File: src/rtl/alarm_clock_pkg.sv
// Shared types and BCD helpers for the multi-alarm controller.
package alarm_clock_pkg;

  typedef enum logic [1:0] {
    IDLE    = 2'd0,
    RINGING = 2'd1,
    SNOOZED = 2'd2
  } alarm_state_t;

  localparam logic [7:0] MIN_MAX = 8'h59;
  localparam logic [7:0] HR_MAX  = 8'h23;

  // Increment a two-digit BCD value, wrapping from max_val to 00.
  function automatic logic [7:0] bcd_inc(input logic [7:0] val, input logic [7:0] max_val);
    logic [7:0] res;
    if (val == max_val)
      res = 8'h00;
    else if (val[3:0] == 4'd9)
      res = {val[7:4] + 4'd1, 4'd0};
    else
      res = {val[7:4], val[3:0] + 4'd1};
    return res;
  endfunction

  // Decrement a two-digit BCD value, wrapping from 00 to max_val.
  function automatic logic [7:0] bcd_dec(input logic [7:0] val, input logic [7:0] max_val);
    logic [7:0] res;
    if (val == 8'h00)
      res = max_val;
    else if (val[3:0] == 4'd0)
      res = {val[7:4] - 4'd1, 4'd9};
    else
      res = {val[7:4], val[3:0] - 4'd1};
    return res;
  endfunction

  // Counter width able to hold both the snooze length and the ring timeout in seconds.
  function automatic int cnt_width(input int snooze_min, input int timeout_s);
    int max_s;
    max_s = (snooze_min * 60 > timeout_s) ? snooze_min * 60 : timeout_s;
    return $clog2(max_s + 1);
  endfunction

endpackage

File: src/rtl/alarm_channel.sv
// One alarm channel: stored BCD time, enable bit, ring/snooze state and seconds counter.
//
//   state   | meaning
//   --------+------------------------------------------------------------
//   IDLE    | waiting for a seconds==00 pulse matching the stored time
//   RINGING | alarm active; counter holds seconds left before auto-dismiss
//   SNOOZED | silenced; counter holds seconds left until ringing resumes
module alarm_channel
  import alarm_clock_pkg::*;
#(
  parameter int SNOOZE_MINUTES = 9,
  parameter int RING_TIMEOUT_S = 60
) (
  input  logic       i_Clk,
  input  logic       i_Reset,
  input  logic       i_Sec_Pulse,
  input  logic [7:0] i_Time_Hours,
  input  logic [7:0] i_Time_Minutes,
  input  logic [7:0] i_Time_Seconds,
  input  logic       i_Selected,
  input  logic       i_Minutes_Inc,
  input  logic       i_Minutes_Dec,
  input  logic       i_Hours_Inc,
  input  logic       i_Hours_Dec,
  input  logic       i_Enable_Toggle,
  input  logic       i_Snooze,
  input  logic       i_Dismiss,
  output logic [7:0] o_Hours,
  output logic [7:0] o_Minutes,
  output logic       o_Enabled,
  output logic       o_Ringing,
  output logic       o_Snoozing
);

  localparam int              CNT_W      = cnt_width(SNOOZE_MINUTES, RING_TIMEOUT_S);
  localparam logic [CNT_W-1:0] RING_LOAD  = CNT_W'(RING_TIMEOUT_S);
  localparam logic [CNT_W-1:0] SNOOZE_LOAD = CNT_W'(SNOOZE_MINUTES * 60);

  alarm_state_t     state, state_nxt;
  logic [CNT_W-1:0] cnt, cnt_nxt;
  logic             disable_now;
  logic             match;

  assign disable_now = i_Selected && i_Enable_Toggle && o_Enabled;
  assign match       = i_Sec_Pulse && o_Enabled && (i_Time_Seconds == 8'h00) &&
                       (i_Time_Hours == o_Hours) && (i_Time_Minutes == o_Minutes);

  // Alarm time edits and enable toggle for the selected channel.
  always_ff @(posedge i_Clk) begin
    if (i_Reset) begin
      o_Hours   <= 8'h00;
      o_Minutes <= 8'h00;
      o_Enabled <= 1'b0;
    end else if (i_Selected) begin
      if (i_Minutes_Inc && !i_Minutes_Dec)
        o_Minutes <= bcd_inc(o_Minutes, MIN_MAX);
      else if (i_Minutes_Dec && !i_Minutes_Inc)
        o_Minutes <= bcd_dec(o_Minutes, MIN_MAX);
      if (i_Hours_Inc && !i_Hours_Dec)
        o_Hours <= bcd_inc(o_Hours, HR_MAX);
      else if (i_Hours_Dec && !i_Hours_Inc)
        o_Hours <= bcd_dec(o_Hours, HR_MAX);
      if (i_Enable_Toggle)
        o_Enabled <= !o_Enabled;
    end
  end

  // State and counter registers.
  always_ff @(posedge i_Clk) begin
    if (i_Reset) begin
      state <= IDLE;
      cnt   <= '0;
    end else begin
      state <= state_nxt;
      cnt   <= cnt_nxt;
    end
  end

  // Next state: disable > dismiss > snooze > counter expiry > trigger.
  always_comb begin
    state_nxt = state;
    cnt_nxt   = cnt;
    if (disable_now) begin
      state_nxt = IDLE;
      cnt_nxt   = '0;
    end else begin
      case (state)
        IDLE: begin
          if (match && !i_Dismiss) begin
            state_nxt = RINGING;
            cnt_nxt   = RING_LOAD;
          end
        end
        RINGING: begin
          if (i_Dismiss) begin
            state_nxt = IDLE;
            cnt_nxt   = '0;
          end else if (i_Snooze) begin
            state_nxt = SNOOZED;
            cnt_nxt   = SNOOZE_LOAD;
          end else if (i_Sec_Pulse) begin
            if (cnt <= CNT_W'(1)) begin
              state_nxt = IDLE;
              cnt_nxt   = '0;
            end else begin
              cnt_nxt = cnt - CNT_W'(1);
            end
          end
        end
        SNOOZED: begin
          if (i_Dismiss) begin
            state_nxt = IDLE;
            cnt_nxt   = '0;
          end else if (i_Sec_Pulse) begin
            if (cnt <= CNT_W'(1)) begin
              state_nxt = RINGING;
              cnt_nxt   = RING_LOAD;
            end else begin
              cnt_nxt = cnt - CNT_W'(1);
            end
          end
        end
        default: begin
          state_nxt = IDLE;
          cnt_nxt   = '0;
        end
      endcase
    end
  end

  assign o_Ringing  = (state == RINGING);
  assign o_Snoozing = (state == SNOOZED);

endmodule

File: src/rtl/multi_alarm_controller.sv
// NUM_ALARMS independent alarm channels with select decode, readback mux and combined outputs.
module multi_alarm_controller
  import alarm_clock_pkg::*;
#(
  parameter int NUM_ALARMS     = 4,
  parameter int SNOOZE_MINUTES = 9,
  parameter int RING_TIMEOUT_S = 60,
  parameter int SEL_W          = (NUM_ALARMS > 1) ? $clog2(NUM_ALARMS) : 1
) (
  input  logic                  i_Clk,
  input  logic                  i_Reset,
  input  logic                  i_Sec_Pulse,
  input  logic [7:0]            i_Time_Hours,
  input  logic [7:0]            i_Time_Minutes,
  input  logic [7:0]            i_Time_Seconds,
  input  logic [SEL_W-1:0]      i_Sel,
  input  logic                  i_Minutes_Inc,
  input  logic                  i_Minutes_Dec,
  input  logic                  i_Hours_Inc,
  input  logic                  i_Hours_Dec,
  input  logic                  i_Enable_Toggle,
  input  logic                  i_Snooze,
  input  logic                  i_Dismiss,
  output logic [7:0]            o_Sel_Hours,
  output logic [7:0]            o_Sel_Minutes,
  output logic [NUM_ALARMS-1:0] o_Enabled,
  output logic [NUM_ALARMS-1:0] o_Ringing,
  output logic                  o_Alarm_On,
  output logic                  o_Snoozing
);

  logic [7:0]            hours_arr   [NUM_ALARMS];
  logic [7:0]            minutes_arr [NUM_ALARMS];
  logic [NUM_ALARMS-1:0] selected;
  logic [NUM_ALARMS-1:0] snoozing;

  for (genvar g = 0; g < NUM_ALARMS; g++) begin : g_chan
    assign selected[g] = (32'(i_Sel) == g);

    alarm_channel #(
      .SNOOZE_MINUTES(SNOOZE_MINUTES),
      .RING_TIMEOUT_S(RING_TIMEOUT_S)
    ) u_chan (
      .i_Clk          (i_Clk),
      .i_Reset        (i_Reset),
      .i_Sec_Pulse    (i_Sec_Pulse),
      .i_Time_Hours   (i_Time_Hours),
      .i_Time_Minutes (i_Time_Minutes),
      .i_Time_Seconds (i_Time_Seconds),
      .i_Selected     (selected[g]),
      .i_Minutes_Inc  (i_Minutes_Inc),
      .i_Minutes_Dec  (i_Minutes_Dec),
      .i_Hours_Inc    (i_Hours_Inc),
      .i_Hours_Dec    (i_Hours_Dec),
      .i_Enable_Toggle(i_Enable_Toggle),
      .i_Snooze       (i_Snooze),
      .i_Dismiss      (i_Dismiss),
      .o_Hours        (hours_arr[g]),
      .o_Minutes      (minutes_arr[g]),
      .o_Enabled      (o_Enabled[g]),
      .o_Ringing      (o_Ringing[g]),
      .o_Snoozing     (snoozing[g])
    );
  end

  // Readback of the selected channel; an out-of-range select reads 00:00.
  always_comb begin
    o_Sel_Hours   = 8'h00;
    o_Sel_Minutes = 8'h00;
    for (int i = 0; i < NUM_ALARMS; i++) begin
      if (selected[i]) begin
        o_Sel_Hours   = hours_arr[i];
        o_Sel_Minutes = minutes_arr[i];
      end
    end
  end

  assign o_Alarm_On = |o_Ringing;
  assign o_Snoozing = |snoozing;

endmodule

File: config.mk
export PLATFORM = sky130hd
export DESIGN_NAME = multi_alarm_controller
export DESIGN_NICKNAME = d
export VERILOG_FILES = /design/src/rtl/alarm_clock_pkg.sv /design/src/rtl/alarm_channel.sv /design/src/rtl/multi_alarm_controller.sv
export SDC_FILE = /design/constraint.sdc
export NUM_CORES = 1
export LEC_CHECK = 0
export ABC_CLOCK_PERIOD_IN_PS = 2000
export BUFFER_PORTS_ARGS = -buffer_cell sky130_fd_sc_hd__buf_2
export CAP_MARGIN = 40
export CORE_MARGIN = 5
export CORE_UTILIZATION = 57
export DETAILED_ROUTE_END_ITERATION = 16
export PLACE_DENSITY = 0.89
export SYNTH_ARGS = -nofsm -noshare
export SYNTH_HDL_FRONTEND = slang
export SYNTH_HIERARCHICAL = 1
export SYNTH_SLANG_ARGS = --single-unit
export TNS_END_PERCENT = 100
File: constraint.sdc
create_clock -name i_Clk -period 2 [get_ports i_Clk]
set_clock_uncertainty 0.05 [all_clocks]
set_input_delay 0.4 -clock i_Clk [delete_from_list [all_inputs] [get_ports i_Clk]]
set_output_delay 0.4 -clock i_Clk [all_outputs]
set_load 0.05 [all_outputs]
==> results.py, run 1 <==
metrics = {
    "outcome": {
        "status": "stopped before the end",
        "stop_stage": "global routing (5_1_grt)",
        "firstError": "[ERROR GRT-0232] Routing congestion too high. Check the congestion heatmap in the GUI.",
    },
    "timing": {
        "postGrtWorstEndpoint": "g_chan[3].u_chan/state[0]$_SDFFE_PP0P_/D",
        "endpoint_type": "register data pin",
    },
    "placed_design": {
        "gp_congestion": 0.994,
        "dp_hpwl_mm": 25.1,
        "place_ws_ns": -0.224,
        "io_buffers": 61,
    },
    "synthesis": {
        "synth_top_area_cell": "dfxtp_1",
        "synthTopCellsByCount": "119 x nor2_1, 116 x dfxtp_1, 106 x a21oi_1",
        "synthArstFlopShare_pct": 0,
        "synthTopCellsByArea": "dfxtp_1 22%, ha_1 8.1%, xor2_1 5.3%, a21oi_1 5.1%, nor2_1 4.3%",
        "yosys.area.top_type_share_pct": 22.2,
        "synth_flop_cell": "dfxtp_1",
        "synth_cells": 1311,
        "yosysMostFrequentCell": "nor2_1",
        "synth_cell_types": 84,
        "yosys_warnings": 6,
        "ys_seq_area_share_pct": 22.2,
        "synth_edf_count": 0,
        "synthesis.nets": 1415,
        "synth_seq_cells": 116,
        "postSynthAreaPerCell_um2": 7.97,
        "syn_area_um2": 10500,
    },
    "global_route": {
        "overflow": 3,
        "grt_usage_pct": 79.6,
        "grt_max_degree": 36,
        "antenna_found_initial": 18,
    },
    "cts": {
        "root_buffer": "clkbuf_16",
        "cts_buffers": 17,
        "cts_max_level": 4,
        "ctsHoldBuffers": 0,
        "clk_path_buf_depth": 2,
        "clkSinkCount": 116,
    },
    "floorplan": {
        "chipWidth_um": 145,
        "die_h_um": 145,
        "start_util_pct": 58.0,
        "num_io_pins": 62,
        "rows": 49,
    },
}
what timing repair did:
action                     in CTS
pin swaps                      15
setup buffers                  63
setup endpoints to repair      68
resized for setup             226
logic make-up after synthesis:
logic type                 after synthesis  synth area share [%]
and+or+nand+nor                        486                  25.4
buffers and inverters                  139                  6.34
muxes                                   23                  4.18
xor gates and xnor gates                79                  6.62
AOI/OAI and AO/OA                      400                  27.1
adders and majority gates               68                  8.14
DFF                                    116                  22.2
through the flow:
stage	area, um2	hold WS, ns	util [%]	instances	TNS [ns]
floorplan	10500	0.397	-	1311	0
global placement	12300	0.407	68.0	1740	-5.54
detailed placement	12300	0.415	68.0	1740	-9.54
CTS	13900	0.270	77.2	1823	-0.694
per-layer routing:
metal  GRT usage [%]  overflow
met1            77.4         1
met5            43.0         0
met2            89.8         2
met4            77.5         0
met3            76.0         0
==> run 2: changes to the inputs <==
ABC_CLOCK_PERIOD_IN_PS = 2600   (was 2000)
CORE_UTILIZATION = 40   (was 57)
PLACE_DENSITY = not set   (was 0.89)
PLACE_DENSITY_LB_ADDON = 0.15   (was not set)
clock period = 2.6 ns   (was 2 ns; I/O delays follow)
==> run 2 against run 1 <==
Compared with the run above:
- synthesized area unchanged
- the run now ends clean
- synthesized cell count unchanged
==> results.py, run 2 <==
metrics = {
    "outcome": {
        "status": "finished, final reports clean",
    },
    "floorplan": {
        "core_um2": 25900,
        "die_area_um2": 29500,
        "die_h_um": 172,
        "num_io_pins": 62,
        "chipWidth_um": 172,
        "start_util_pct": 40.3,
        "rows": 59,
    },
    "cts": {
        "root_buffer": "clkbuf_16",
        "cts_setup_buffers": 0,
        "cts_max_level": 4,
        "clock_latency_ns": 0.42,
        "cts_buffers": 17,
        "cts_tree": "yes",
        "clk_path_buf_depth": 2,
        "clkSinkCount": 116,
        "cts.reportedPaths.clkPinSlew_ns": 0.06,
    },
    "synthesis": {
        "synth_edf_count": 0,
        "synthTopCellsByArea": "dfxtp_1 22%, ha_1 8.1%, xor2_1 5.3%, a21oi_1 5.1%, nor2_1 4.3%",
        "synth_flop_cell": "dfxtp_1",
        "syn_area_um2": 10500,
        "yosys_warnings": 6,
        "synth_cell_types": 84,
        "synthArstFlopShare_pct": 0,
        "yosys.area.top_type_share_pct": 22.2,
        "synth_cells": 1311,
        "ys_seq_area_share_pct": 22.2,
        "synthTopCellsByCount": "119 x nor2_1, 116 x dfxtp_1, 106 x a21oi_1",
        "synth_top_area_cell": "dfxtp_1",
        "synthesis.nets": 1415,
        "yosysMostFrequentCell": "nor2_1",
        "synth_seq_cells": 116,
        "postSynthAreaPerCell_um2": 7.97,
    },
    "pwr": {
        "p_sw_uw": 2050,
        "p_seq_share_pct": 31.7,
        "switching_share_pct": 32.7,
        "p_comb_share_pct": 26.8,
        "power_leakage_uw": 0.00476,
        "p_per_area_nw_per_um2": 522,
        "clockPowerShare_pct": 41.5,
        "p_total_uw": 6280,
        "p_int_uw": 4230,
        "ir_worst_vdd_mv": 0.324,
    },
    "timing": {
        "holdWs_ns": 0.428,
        "tns_ns": 0,
        "finalMaxSlewViolations": 0,
        "period_needed_ns": 2.41,
        "fmax_ghz": 0.414,
        "rsz0062_at_grt": "no",
        "finalHoldViolCount": 0,
        "max_slew.worst_pin.slew_ns": 0.740,
        "slew_headroom_pct": 50.7,
        "setup_viol": 0,
        "fin_ws_ns": 0.186,
        "fin_crit_sh_pct": 92.9,
    },
    "cells_and_area": {
        "mostFrequentLayoutCells": "119 x nor2_1, 116 x dfxtp_1, 106 x a21oi_1, 84 x nand2_1, 77 x buf_4",
        "nets": 1501,
        "largestRegisters": "g_chan.u_chan/cnt: 40 flops, g_chan.u_chan/o_Hours: 32 flops, g_chan.u_chan/o_Minutes: 32 flops",
        "top_register": "g_chan.u_chan/cnt",
        "multi_input_area_um2": 7480,
        "syn2layout_area_growth_pct": 15.1,
        "layout_commonest_cell": "nor2_1",
        "drive_gt1_share_pct": 19.0,
        "register_area_um2": 2320,
        "num-fill-cells": 2550,
        "largest_reg_flops": 40,
    },
    "routing": {
        "wirelength_mm": 31.9,
        "routed_via_density": 5.89,
        "post_drt_wl_per_cell_um": 18.2,
        "drc": 0,
        "postRouteAntennaNets": 0,
        "detail_route.first_pass.iterations": 5,
        "drt-initial-drc-count": 809,
        "vias": 10300,
    },
    "critical_path": {
        "critical_path_class": "flip-flop to primary output",
        "critPathMaxFanout": 10,
        "cp.arrival_ns": 1.84,
        "r2r_slack_ns": 0.24,
        "worstPathRequired_ns": 2.03,
        "timing.rr.start": "g_chan[2].u_chan/o_Minutes[1]$_SDFFE_PP0P_",
        "cpMaxStageDelayCell": "or4_1",
        "crit_chain": "nor2b_1 -> or4_1 -> buf_2",
        "crit_start": "g_chan[1].u_chan/state[1]$_SDFFE_PP0P_",
        "worstSetupStartpointType": "flip-flop",
        "critPathMaxStageDelay_ns": 0.53,
        "crit_path_end_kind": "primary output",
    },
    "global_route": {
        "overflow": 0,
        "grt_pass1_wl_mm": 51.1,
        "grtUsageMet2_pct": 33.5,
        "antenna_found_initial": 5,
        "grt_max_degree": 60,
        "grt_usage_pct": 21.6,
        "grt.met1_usage_pct": 29.9,
        "gr-max-usage-layer": "met2",
        "first_global_vias": 9502,
        "met3_usage_pct": 3.10,
    },
    "placed_design": {
        "gp_congestion": 0.898,
        "io_buffers": 61,
        "place_ws_ns": -0.0357,
        "dp_hpwl_mm": 24.2,
    },
    "hold_path": {
        "hp-start": "g_chan[3].u_chan/cnt[8]$_SDFFE_PP0P_",
        "min_path_type": "flip-flop to flip-flop",
    },
    "job": {
        "maxCapViolations": 0,
    },
}
==> run 2: cell counts after synthesis <==
No cell type changed its count.
==> run 2: cells by family after synthesis <==
family	after synthesis	share of synthesized area [%]
xor+xnor	79	6.62
compound gates	400	27.1
mux	23	4.18
fa+ha+maj	68	8.14
flops	116	22.2
buf+inv	139	6.34
simple gates	486	25.4
==> run 2: layout make-up <==
| cell class | count | share of cell area, % |
|---|---|---|
| Inverter | 66 | 2.06 |
| Tap cell | 335 | 3.48 |
| Timing Repair Buffer | 140 | 7.55 |
| Clock inverter | 9 | 1.23 |
| Sequential cell | 116 | 19.3 |
| Antenna cell | 5 | 0.104 |
| Clock buffer | 23 | 4.14 |
| Multi-Input combinational cell | 1056 | 62.1 |
==> run 2: layer usage <==
metal  up-vias  wire length [um]
met1      4891             14700
li1       5066                 -
met5         -                 0
met4         0               999
met2       298             14600
met3        53              1620
==> run 2: power groups by stage <==
stage	logic, uW	clock network, uW	registers [uW]
2_1_floorplan	1220	0	1990
3_3_place_gp	1650	0	2030
3_5_place_dp	1660	0	2030
4_1_cts	1670	2650	1990
5_1_grt	1850	2730	2010
6_report	1680	2610	1990
==> run 2: path summary, 6_finish.rpt <==
| kind | endpoint | cells after the start |
|---|---|---|
| worst min-delay path | g_chan[3].u_chan/cnt[8]$_SDFFE_PP0P_ | 2 |
| worst max register to register | g_chan[2].u_chan/cnt[5]$_SDFFE_PP0P_ | 7 |
| worst min register to register | g_chan[3].u_chan/cnt[8]$_SDFFE_PP0P_ | 2 |
| worst max-delay path | o_Alarm_On | 3 |
==> run 2: repair_timing <==
action / 4_1_cts / 5_1_grt
hold buffers: 0 / 0
endpoints found under the setup margin: 0 / 4
gates resized for setup: 0 / 1
==> run 2: per-stage QoR <==
stage,util (%),area [um2],instances
after floorplan,-,10500,1311
after global placement,43.8,11400,1711
after detailed placement,43.9,11400,1713
after CTS,46.4,12000,1745
after global routing,46.4,12000,1750
final,46.4,12000,1750
==> run 2: worst max-delay path: cells and delay by family, from the launching register on <==
kind / cells / cell delay (ns)
DFF: 1 / 0.48
and+or+nand+nor: 2 / 0.73
buffers and inverters: 1 / 0.22
(Power assumes the default switching activity.)
